==> src/rtl/hazard_scoreboard_pkg.sv <==
// Shared latency-class codes and default producer latencies
// used by the issue scoreboard, pipeline and forwarding logic.
package hazard_scoreboard_pkg;

  typedef enum logic [1:0] {
    LAT_CLASS_ALU  = 2'd0,
    LAT_CLASS_LOAD = 2'd1,
    LAT_CLASS_SAD  = 2'd2,
    LAT_CLASS_RSV  = 2'd3
  } lat_class_e;

  localparam int LAT_ALU_DEF  = 1;
  localparam int LAT_LOAD_DEF = 2;
  localparam int LAT_SAD_DEF  = 4;
  localparam int CW_DEF       = 3;

endpackage

==> src/rtl/hazard_scoreboard_ready_counter.sv <==
// Per-register ready counter: decrements toward zero every cycle and
// on load keeps the larger of the decremented value and the new latency.
module reg_ready_counter #(
  parameter int CW = 3
) (
  input  logic          clk,
  input  logic          reset,
  input  logic          load,
  input  logic [CW-1:0] load_val,
  output logic [CW-1:0] cnt,
  output logic          nonzero
);

  logic [CW-1:0] dec;
  logic [CW-1:0] nxt;

  always_comb begin
    dec = (cnt != '0) ? cnt - 1'b1 : '0;
    nxt = dec;
    if (load && (load_val > dec)) begin
      nxt = load_val;
    end
  end

  always_ff @(posedge clk) begin
    if (reset) begin
      cnt <= '0;
    end else begin
      cnt <= nxt;
    end
  end

  assign nonzero = (cnt != '0);

endmodule

==> src/rtl/hazard_scoreboard.sv <==
// ID->EX issue scoreboard: stalls ID until sources are forwardable.
// Optional HAZARD_STALL_STATS_EN adds a saturating stall-cycle counter.
module hazard_scoreboard
  import hazard_scoreboard_pkg::*;
#(
  parameter int LAT_ALU  = LAT_ALU_DEF,
  parameter int LAT_LOAD = LAT_LOAD_DEF,
  parameter int LAT_SAD  = LAT_SAD_DEF,
  parameter int CW       = CW_DEF
) (
  input  logic        Clk,
  input  logic        Reset,
  input  logic        id_valid,
  input  logic [4:0]  id_rs,
  input  logic [4:0]  id_rt,
  input  logic        id_use_rs,
  input  logic        id_use_rt,
  input  logic        id_writes,
  input  logic [4:0]  id_wr_reg,
  input  logic [1:0]  id_lat_class,
  input  logic        flush,
  output logic        stall,
  output logic        issue_fire,
  output logic [31:0] pending_mask,
  output logic [31:0] stall_cycles
);

  localparam logic [CW-1:0] LV_ALU  = CW'(LAT_ALU - 1);
  localparam logic [CW-1:0] LV_LOAD = CW'(LAT_LOAD - 1);
  localparam logic [CW-1:0] LV_SAD  = CW'(LAT_SAD - 1);

  logic [CW-1:0] cnt [32];
  logic [31:0]   nz;
  logic [CW-1:0] lat_val;
  logic          hazard;
  logic          wr_en;

  assign cnt[0] = '0;
  assign nz[0]  = 1'b0;

  always_comb begin
    lat_val = LV_SAD;
    case (id_lat_class)
      LAT_CLASS_ALU:  lat_val = LV_ALU;
      LAT_CLASS_LOAD: lat_val = LV_LOAD;
      default:        lat_val = LV_SAD;
    endcase
  end

  assign hazard = (id_use_rs & nz[id_rs])
                | (id_use_rt & nz[id_rt]);
  assign stall      = id_valid & ~flush & hazard;
  assign issue_fire = id_valid & ~flush & ~hazard;
  assign wr_en = issue_fire & id_writes
               & (id_wr_reg != 5'd0);

  for (genvar r = 1; r < 32; r++) begin : g_cnt
    reg_ready_counter #(.CW(CW)) u_cnt (
      .clk      (Clk),
      .reset    (Reset),
      .load     (wr_en && (id_wr_reg == 5'(r))),
      .load_val (lat_val),
      .cnt      (cnt[r]),
      .nonzero  (nz[r])
    );
  end

  // Flags come straight from the counter flops, so they move on the same edge.
  assign pending_mask = nz;

`ifdef HAZARD_STALL_STATS_EN
  logic [31:0] stat_q;

  always_ff @(posedge Clk) begin
    if (Reset) begin
      stat_q <= '0;
    end else if (stall && (stat_q != 32'hFFFF_FFFF)) begin
      stat_q <= stat_q + 32'd1;
    end
  end

  assign stall_cycles = stat_q;
`else
  assign stall_cycles = 32'd0;
`endif

endmodule

==> config.mk <==
export PLATFORM = sky130hd
export DESIGN_NAME = hazard_scoreboard
export DESIGN_NICKNAME = d
export VERILOG_FILES = /design/src/rtl/hazard_scoreboard_pkg.sv /design/src/rtl/hazard_scoreboard_ready_counter.sv /design/src/rtl/hazard_scoreboard.sv
export SDC_FILE = /design/constraint.sdc
export NUM_CORES = 1
export LEC_CHECK = 0
export ABC_AREA = 0
export CAP_MARGIN = 30
export CORE_MARGIN = 2
export CORE_UTILIZATION = 36
export DETAILED_ROUTE_END_ITERATION = 6
export MAX_ROUTING_LAYER = met4
export PLACE_DENSITY = 0.58
export SLEW_MARGIN = 20
export SYNTH_ARGS = -nofsm -noshare
export SYNTH_HDL_FRONTEND = slang
export SYNTH_SLANG_ARGS = --single-unit
==> constraint.sdc <==
create_clock -name Clk -period 3.6 [get_ports Clk]
set_clock_uncertainty 0.1 [all_clocks]
set_input_delay 0.9 -clock Clk [delete_from_list [all_inputs] [get_ports Clk]]
set_output_delay 0.9 -clock Clk [all_outputs]
set_load 0.1 [all_outputs]
==> results.sh, run 1 <==
export IMPL_ctsRootBufferMaster="clkbuf_16"
export IMPL_worstPathCellList="buf_2 > buf_12 > nand2b_4 > or3b_4 > o311ai_4 > o311ai_4 > or4_4 > a21boi_4 > buf_12"
export IMPL_numCtsBuffers=9
export IMPL_hold_viol=0
export IMPL_r2r_end="g_cnt[1].u_cnt.cnt[1]"
export IMPL_hold_path_depth=2
export IMPL_nets=1035
export IMPL_critPathBufInv=3
export IMPL_synth_warnings=0
export IMPL_holdCritPathClass="reg -> reg"
export IMPL_async_reset_ff_share_pct=0
export IMPL_layout_drive_gt1_share_pct=21.2
export IMPL_synth_seq_cells=93
export IMPL_cp_data_arrival_time_ps=2780
export IMPL_cts_buffer_depth=2
export IMPL_required_ps=2600
export IMPL_cp_max_fo=6
export IMPL_cts_tree="yes"
export IMPL_place_gp_congestion=0.868
export IMPL_end_kind="output pin"
export IMPL_synthFlopType="dfxtp_1"
export IMPL_portBuffers=56
export IMPL_holdCritStartpoint="g_cnt[21].u_cnt.cnt[2]"
export IMPL_largest_reg_flops=93
export IMPL_fin_crit_sh_pct=105
export IMPL_clock_sinks=93
export IMPL_cap_violations=0
export IMPL_grt_overflow=0
export IMPL_die_h_um=143
export IMPL_r2r_cells=9
export IMPL_diodes=0
export IMPL_post_route_util_pct=44.5
export IMPL_dp_hpwl_um=14600
export IMPL_avgRoutedWirePerCell_um=16.8
export IMPL_ys_top_cells_by_count="dfxtp_1 (93), nor2_1 (92), buf_4 (65)"
export IMPL_fp_coreArea_um2=19300
export IMPL_synth_distinct_cells=57
export IMPL_worstHoldEndpoint="g_cnt[21].u_cnt.cnt[2]"
export IMPL_fin_area_um2=8580
export IMPL_synth_area_um2=7000
export IMPL_rrSetupSlack_ps=580
export IMPL_synth_cells=856
export IMPL_finalMaxSlewViolations=0
export IMPL_layout_setup_ws_ps=-180
export IMPL_synth_edff_count=0
export IMPL_synth_area_per_cell_um2=8.18
export IMPL_tightestPinTransition_ps=682
export IMPL_leakagePower_nw=3.92
export IMPL_first_pass_iters=5
export IMPL_yosys_area_top_type="dfxtp_1"
export IMPL_insertion_delay_ps=350
export IMPL_row_count=51
export IMPL_grtUsageTotal_pct=20.8
export IMPL_fmax_ghz=0.265
export IMPL_routed_wl_um=20500
export IMPL_critPathTopFamily="simple AND/OR/NAND/NOR gates"
export IMPL_drt_iter0_drc=449
export IMPL_antenna_found_initial=0
export IMPL_dpl_instance_area_um2=8090
export IMPL_power_density_nw_per_um2=294
export IMPL_ys_seq_area_share_pct=26.6
export IMPL_slew_limit_headroom_pct=54.2
export IMPL_die_w_um=143
export IMPL_cts_clk_slew_worst_paths_ps=70
export IMPL_ir_worst_vdd_uv=219
export IMPL_rsz0062_at_grt="yes"
export IMPL_grt_max_degree=50
export IMPL_dieArea_um2=20600
export IMPL_via_per_inst=5.37
export IMPL_reg_top3="g_cnt.u_cnt.cnt x93"
export IMPL_syn_to_final_growth_pct=22.5
export IMPL_period_needed_ps=3780
export IMPL_regMostFlops="g_cnt.u_cnt.cnt"
export IMPL_worstSetupPathType="in -> out"
export IMPL_synth_top_area_share_pct=26.6
export IMPL_cp_start_kind="input port"
export IMPL_critPathMaxStageDelay_ps=610
export IMPL_h_tree_depth=3
export IMPL_synth_area_top_cells="dfxtp_1 (27%), ha_1 (11%), buf_4 (7.0%), nor2_1 (4.9%), mux2i_1 (4.9%)"
export IMPL_ant_nets=0
export IMPL_dp_slack_ps=-608
export IMPL_setup_viol=2
export IMPL_crit_reg2reg_launch="g_cnt[12].u_cnt.cnt[1]"
export IMPL_cts_hold_buf=0
export IMPL_io_pin_count=90
export IMPL_grt_pass1_wl_um=32300
export IMPL_yosysMostFrequentCell="dfxtp_1"
export IMPL_num_vias=6544
export IMPL_grt_pass1_vias=5945
export IMPL_status="complete, but fails checks"
export IMPL_drc=0
export IMPL_cp_slowest_cell="or4_4"
export IMPL_initial_core_util_pct=36.3
export IMPL_violations="setup timing"
worst max path at each step:
stage	startpoint	cells past startpoint	slack, ps	to
6_report	id_rt[0]	9	-180	stall
5_1_grt	id_rt[1]	9	-230	stall
4_1_cts	id_rt[1]	9	-250	stall
3_5_place_dp	id_rt[1]	9	-610	issue_fire
3_3_place_gp	id_rt[1]	9	-590	issue_fire
2_1_floorplan	id_rt[0]	8	-300	stall
per-layer routing:
layer | up-vias | part of all wire, % | wire length, µm | global-route usage [%]
met2 | 159 | 45 | 9210 | 31.8
met5 | - | 0 | 0 | -
met1 | 3117 | 48 | 9900 | 28.0
met3 | 39 | 3.7 | 763 | 2.60
li1 | 3229 | - | - | -
met4 | 0 | 3.0 | 613 | 7.79
worst reg2reg max path: cells and delay by family (launching register included):
kind / cells / cell delay (ps)
AND/OR/NAND/NOR: 2 / 760
multiplexers: 2 / 760
buffers and inverters: 2 / 420
AO/OA/AOI/OAI: 3 / 520
flip-flops: 1 / 330
layout by cell type (no fill, tap or decap), types with 4 or more instances in the layout:
master | synthesis | routed
buf_4 | 65 | 120
dfxtp_1 | 93 | 93
nor2_1 | 92 | 91
ha_1 | 62 | 62
o21ai_0 | 60 | 60
a21oi_1 | 42 | 41
mux2i_1 | 34 | 34
nor2b_1 | 34 | 34
or3_1 | 33 | 33
conb_1 | 1 | 33
inv_1 | 33 | 32
a211oi_1 | 33 | 32
nor3b_1 | 31 | 31
nor3_1 | 32 | 31
nand2_1 | 23 | 21
nor4_1 | 24 | 20
nand4_1 | 17 | 17
nand3_1 | 16 | 16
clkdlybuf4s50_1 | 0 | 13
mux2_1 | 12 | 12
a2111oi_0 | 14 | 11
clkbuf_16 | 0 | 9
nand2b_1 | 8 | 7
nor3_2 | 5 | 6
buf_12 | 0 | 6
or4_4 | 4 | 5
o211ai_1 | 5 | 5
inv_2 | 3 | 4
nor4_2 | 0 | 4
mux2_4 | 4 | 4
clkbuf_8 | 0 | 4
timing repair:
item | in CTS | in global routing
endpoints found under the setup margin | 2 | 2
gates resized for setup | 22 | 23
gates cloned | 1 | 0
endpoints found under the hold margin | 0 | 0
buffers inserted | 11 | 3
pin swaps | 5 | 9
cell families after synthesis:
group | share of synthesized area (%)
mux | 8.61
other cells | 0.0535
buf+inv | 11.0
fa+ha+maj | 11.1
simple gates | 26.4
compound gates | 16.3
flops | 26.6
final cells by class:
| class | count | area [µm²] |
|---|---|---|
| clock buffer | 13 | 280 |
| multi-input combinational | 657 | 4660 |
| clock inverter | 3 | 17.5 |
| inverter | 36 | 135 |
| fill | 1966 | 10700 |
| sequential | 93 | 1860 |
| timing repair buffer | 152 | 1290 |
| tap | 265 | 332 |
per-stage QoR:
step / std cells / setup TNS (ps) / hold slack, ps / power (mW)
2_1_floorplan: 888 / -520 / 359 / 1.44
3_3_place_gp: 1190 / -7880 / 390 / 1.55
3_5_place_dp: 1190 / -8550 / 387 / 1.55
4_1_cts: 1218 / -480 / 396 / 2.54
5_1_grt: 1219 / -446 / 432 / 2.62
6_report: 1219 / -358 / 393 / 2.53
where the power goes:
group / total (mW) / switching [mW] / internal [mW]
Clock: 0.968 / 0.426 / 0.542
Combinational: 0.526 / 0.373 / 0.153
Sequential: 1.03 / 0.00184 / 1.03
No activity file was read; power rests on OpenSTA's default activity.
==> run 2, diff against run 1 <==
==> constraint.sdc (replaced) <==
create_clock -name Clk -period 3.6 [get_ports Clk]
set_clock_uncertainty 0.1 [all_clocks]
set_input_delay 0.54 -clock Clk [delete_from_list [all_inputs] [get_ports Clk]]
set_output_delay 0.54 -clock Clk [all_outputs]
set_load 0.1 [all_outputs]
==> run 2 against run 1 <==
  * The run now ends clean
  * Final cell count shrank 3.8%
  * Clock-buffer cell count decreased by 1
  * Total power fell by 3.9%
  * Critical path depth shrank 1
==> results.sh, run 2 (same netlist as run 1, synthesis figures left out) <==
export IMPL_status="completed"
export IMPL_critPathMaxStageDelay_ps=590
export IMPL_switchingPower_mw=0.779
export IMPL_layout_common_cells="dfxtp_1 (93), nor2_1 (91), ha_1 (62), buf_4 (61), o21ai_0 (60)"
export IMPL_worstPathCellList="clkdlybuf4s50_1 > buf_4 > mux4_2 > nand2_1 > a21oi_1 > or4_4 > and3_1 > buf_12"
export IMPL_place_gp_congestion=0.915
export IMPL_ff_latch_area_um2=1860
export IMPL_routed_wl_um=20100
export IMPL_drt_iter0_drc=335
export IMPL_cp_max_fo=4
export IMPL_tightestPinTransition_ps=985
export IMPL_portBuffers=56
export IMPL_numCtsBuffers=9
export IMPL_first_pass_iters=5
export IMPL_cp_data_arrival_time_ps=2820
export IMPL_power_density_nw_per_um2=301
export IMPL_num_vias=6327
export IMPL_reg_top3="g_cnt.u_cnt.cnt x93"
export IMPL_syn_to_final_growth_pct=15.2
export IMPL_fp_coreArea_um2=19300
export IMPL_row_count=51
export IMPL_io_pin_count=90
export IMPL_cp_start_kind="input port"
export IMPL_cp_slowest_cell="or4_4"
export IMPL_grt_pass1_vias=5936
export IMPL_critPathBufInv=3
export IMPL_drc=0
export IMPL_fmax_ghz=0.289
export IMPL_p_seq_share_pct=42.5
export IMPL_grt_max_degree=45
export IMPL_fin_area_um2=8070
export IMPL_cts_clk_slew_worst_paths_ps=60
export IMPL_die_w_um=143
export IMPL_required_ps=2960
export IMPL_fin_hold_ws_ps=398
export IMPL_p_int_mw=1.65
export IMPL_cts_tree="yes"
export IMPL_cts_setup_buffers=0
export IMPL_cts_buffer_depth=2
export IMPL_critPathTopFamily="simple AND/OR/NAND/NOR gates"
export IMPL_dpl_instance_area_um2=7790
export IMPL_cap_violations=0
export IMPL_via_per_inst=5.39
export IMPL_dp_hpwl_um=14900
export IMPL_worstSetupPathType="in -> out"
export IMPL_ctsRootBufferMaster="clkbuf_16"
export IMPL_fillCellCount=2018
export IMPL_p_sw_share_pct=32.1
export IMPL_period_needed_ps=3460
export IMPL_regMostFlops="g_cnt.u_cnt.cnt"
export IMPL_cts_hold_buf=0
export IMPL_antenna_found_initial=0
export IMPL_insertion_delay_ps=360
export IMPL_grtUsageTotal_pct=20.6
export IMPL_p_comb_share_pct=19.9
export IMPL_ir_worst_vdd_uv=222
export IMPL_diodes=0
export IMPL_p_clk_share_pct=37.6
export IMPL_grt_overflow=0
export IMPL_multi_input_area_um2=4510
export IMPL_ctsResizeCount=0
export IMPL_avgRoutedWirePerCell_um=17.2
export IMPL_clock_sinks=93
export IMPL_die_h_um=143
export IMPL_grt_pass1_wl_um=31700
export IMPL_setup_viol=0
export IMPL_tns_ps=0
export IMPL_mostFrequentLayoutCell="dfxtp_1"
export IMPL_hold_viol=0
export IMPL_finalMaxSlewViolations=0
export IMPL_placed_cells=1159
export IMPL_slew_limit_headroom_pct=34.1
export IMPL_ant_nets=0
export IMPL_h_tree_depth=3
export IMPL_stdcell_count=1173
export IMPL_fin_crit_sh_pct=96.2
export IMPL_rsz0062_at_grt="no"
export IMPL_leakagePower_nw=3.60
export IMPL_end_kind="output pin"
export IMPL_post_route_util_pct=41.9
export IMPL_initial_core_util_pct=36.3
export IMPL_holdCritPathClass="reg -> reg"
export IMPL_largest_reg_flops=93
export IMPL_dieArea_um2=20600
export IMPL_layout_drive_gt1_share_pct=12.1
export IMPL_nets=991
## run 2: path summary, 6_finish.rpt
kind	from	end	slack (ps)	depth (start not counted)
max	id_rt[1]	issue_fire	140	8
min reg2reg	g_cnt[20].u_cnt.cnt[2]	g_cnt[20].u_cnt.cnt[2]	400	2
min	g_cnt[20].u_cnt.cnt[2]	g_cnt[20].u_cnt.cnt[2]	400	2
max reg2reg	g_cnt[19].u_cnt.cnt[1]	g_cnt[7].u_cnt.cnt[1]	700	8
## run 2: worst reg2reg max path, cell delays in order, from the launching register on
cell and delay, ps:
dfxtp_1 330, nor3_1 520, a221oi_1 200, o21a_1 170
o311ai_1 400, o21a_2 250, buf_4 290, nand3_1 180
mux2_1 340
## run 2: metrics by stage
stage / setup slack (ps) / power, mW
global placement: 37.6 / 1.53
floorplan: 2.49 / 1.42
finish: 135 / 2.43
detailed placement: 12.5 / 1.53
CTS: 8.93 / 2.45
global route: 44.1 / 2.52
## run 2: power by group through the flow
stage               sequential [mW]  combinational (mW)  clock (mW)
finish                         1.03               0.484       0.913
global placement               1.05               0.473           0
global route                   1.03               0.515       0.970
CTS                            1.03               0.479       0.935
detailed placement             1.05               0.477           0
floorplan                      1.05               0.369           0
## run 2: area by class of cell
type	instances	share of cell area (%)
multi-input combinational	657	56.0
sequential	93	23.1
timing repair buffer	108	11.9
tap	265	4.11
clock buffer	12	3.18
inverter	36	1.67
clock inverter	2	0.124
## run 2: layer usage
| metal | vias up | global-route usage, % | wire [µm] |
|---|---|---|---|
| met2 | 124 | 32.8 | 9210 |
| met1 | 3020 | 26.3 | 9650 |
| met4 | 0 | 7.33 | 540 |
| li1 | 3148 | - | - |
| met5 | - | - | 0 |
| met3 | 35 | 3.60 | 732 |
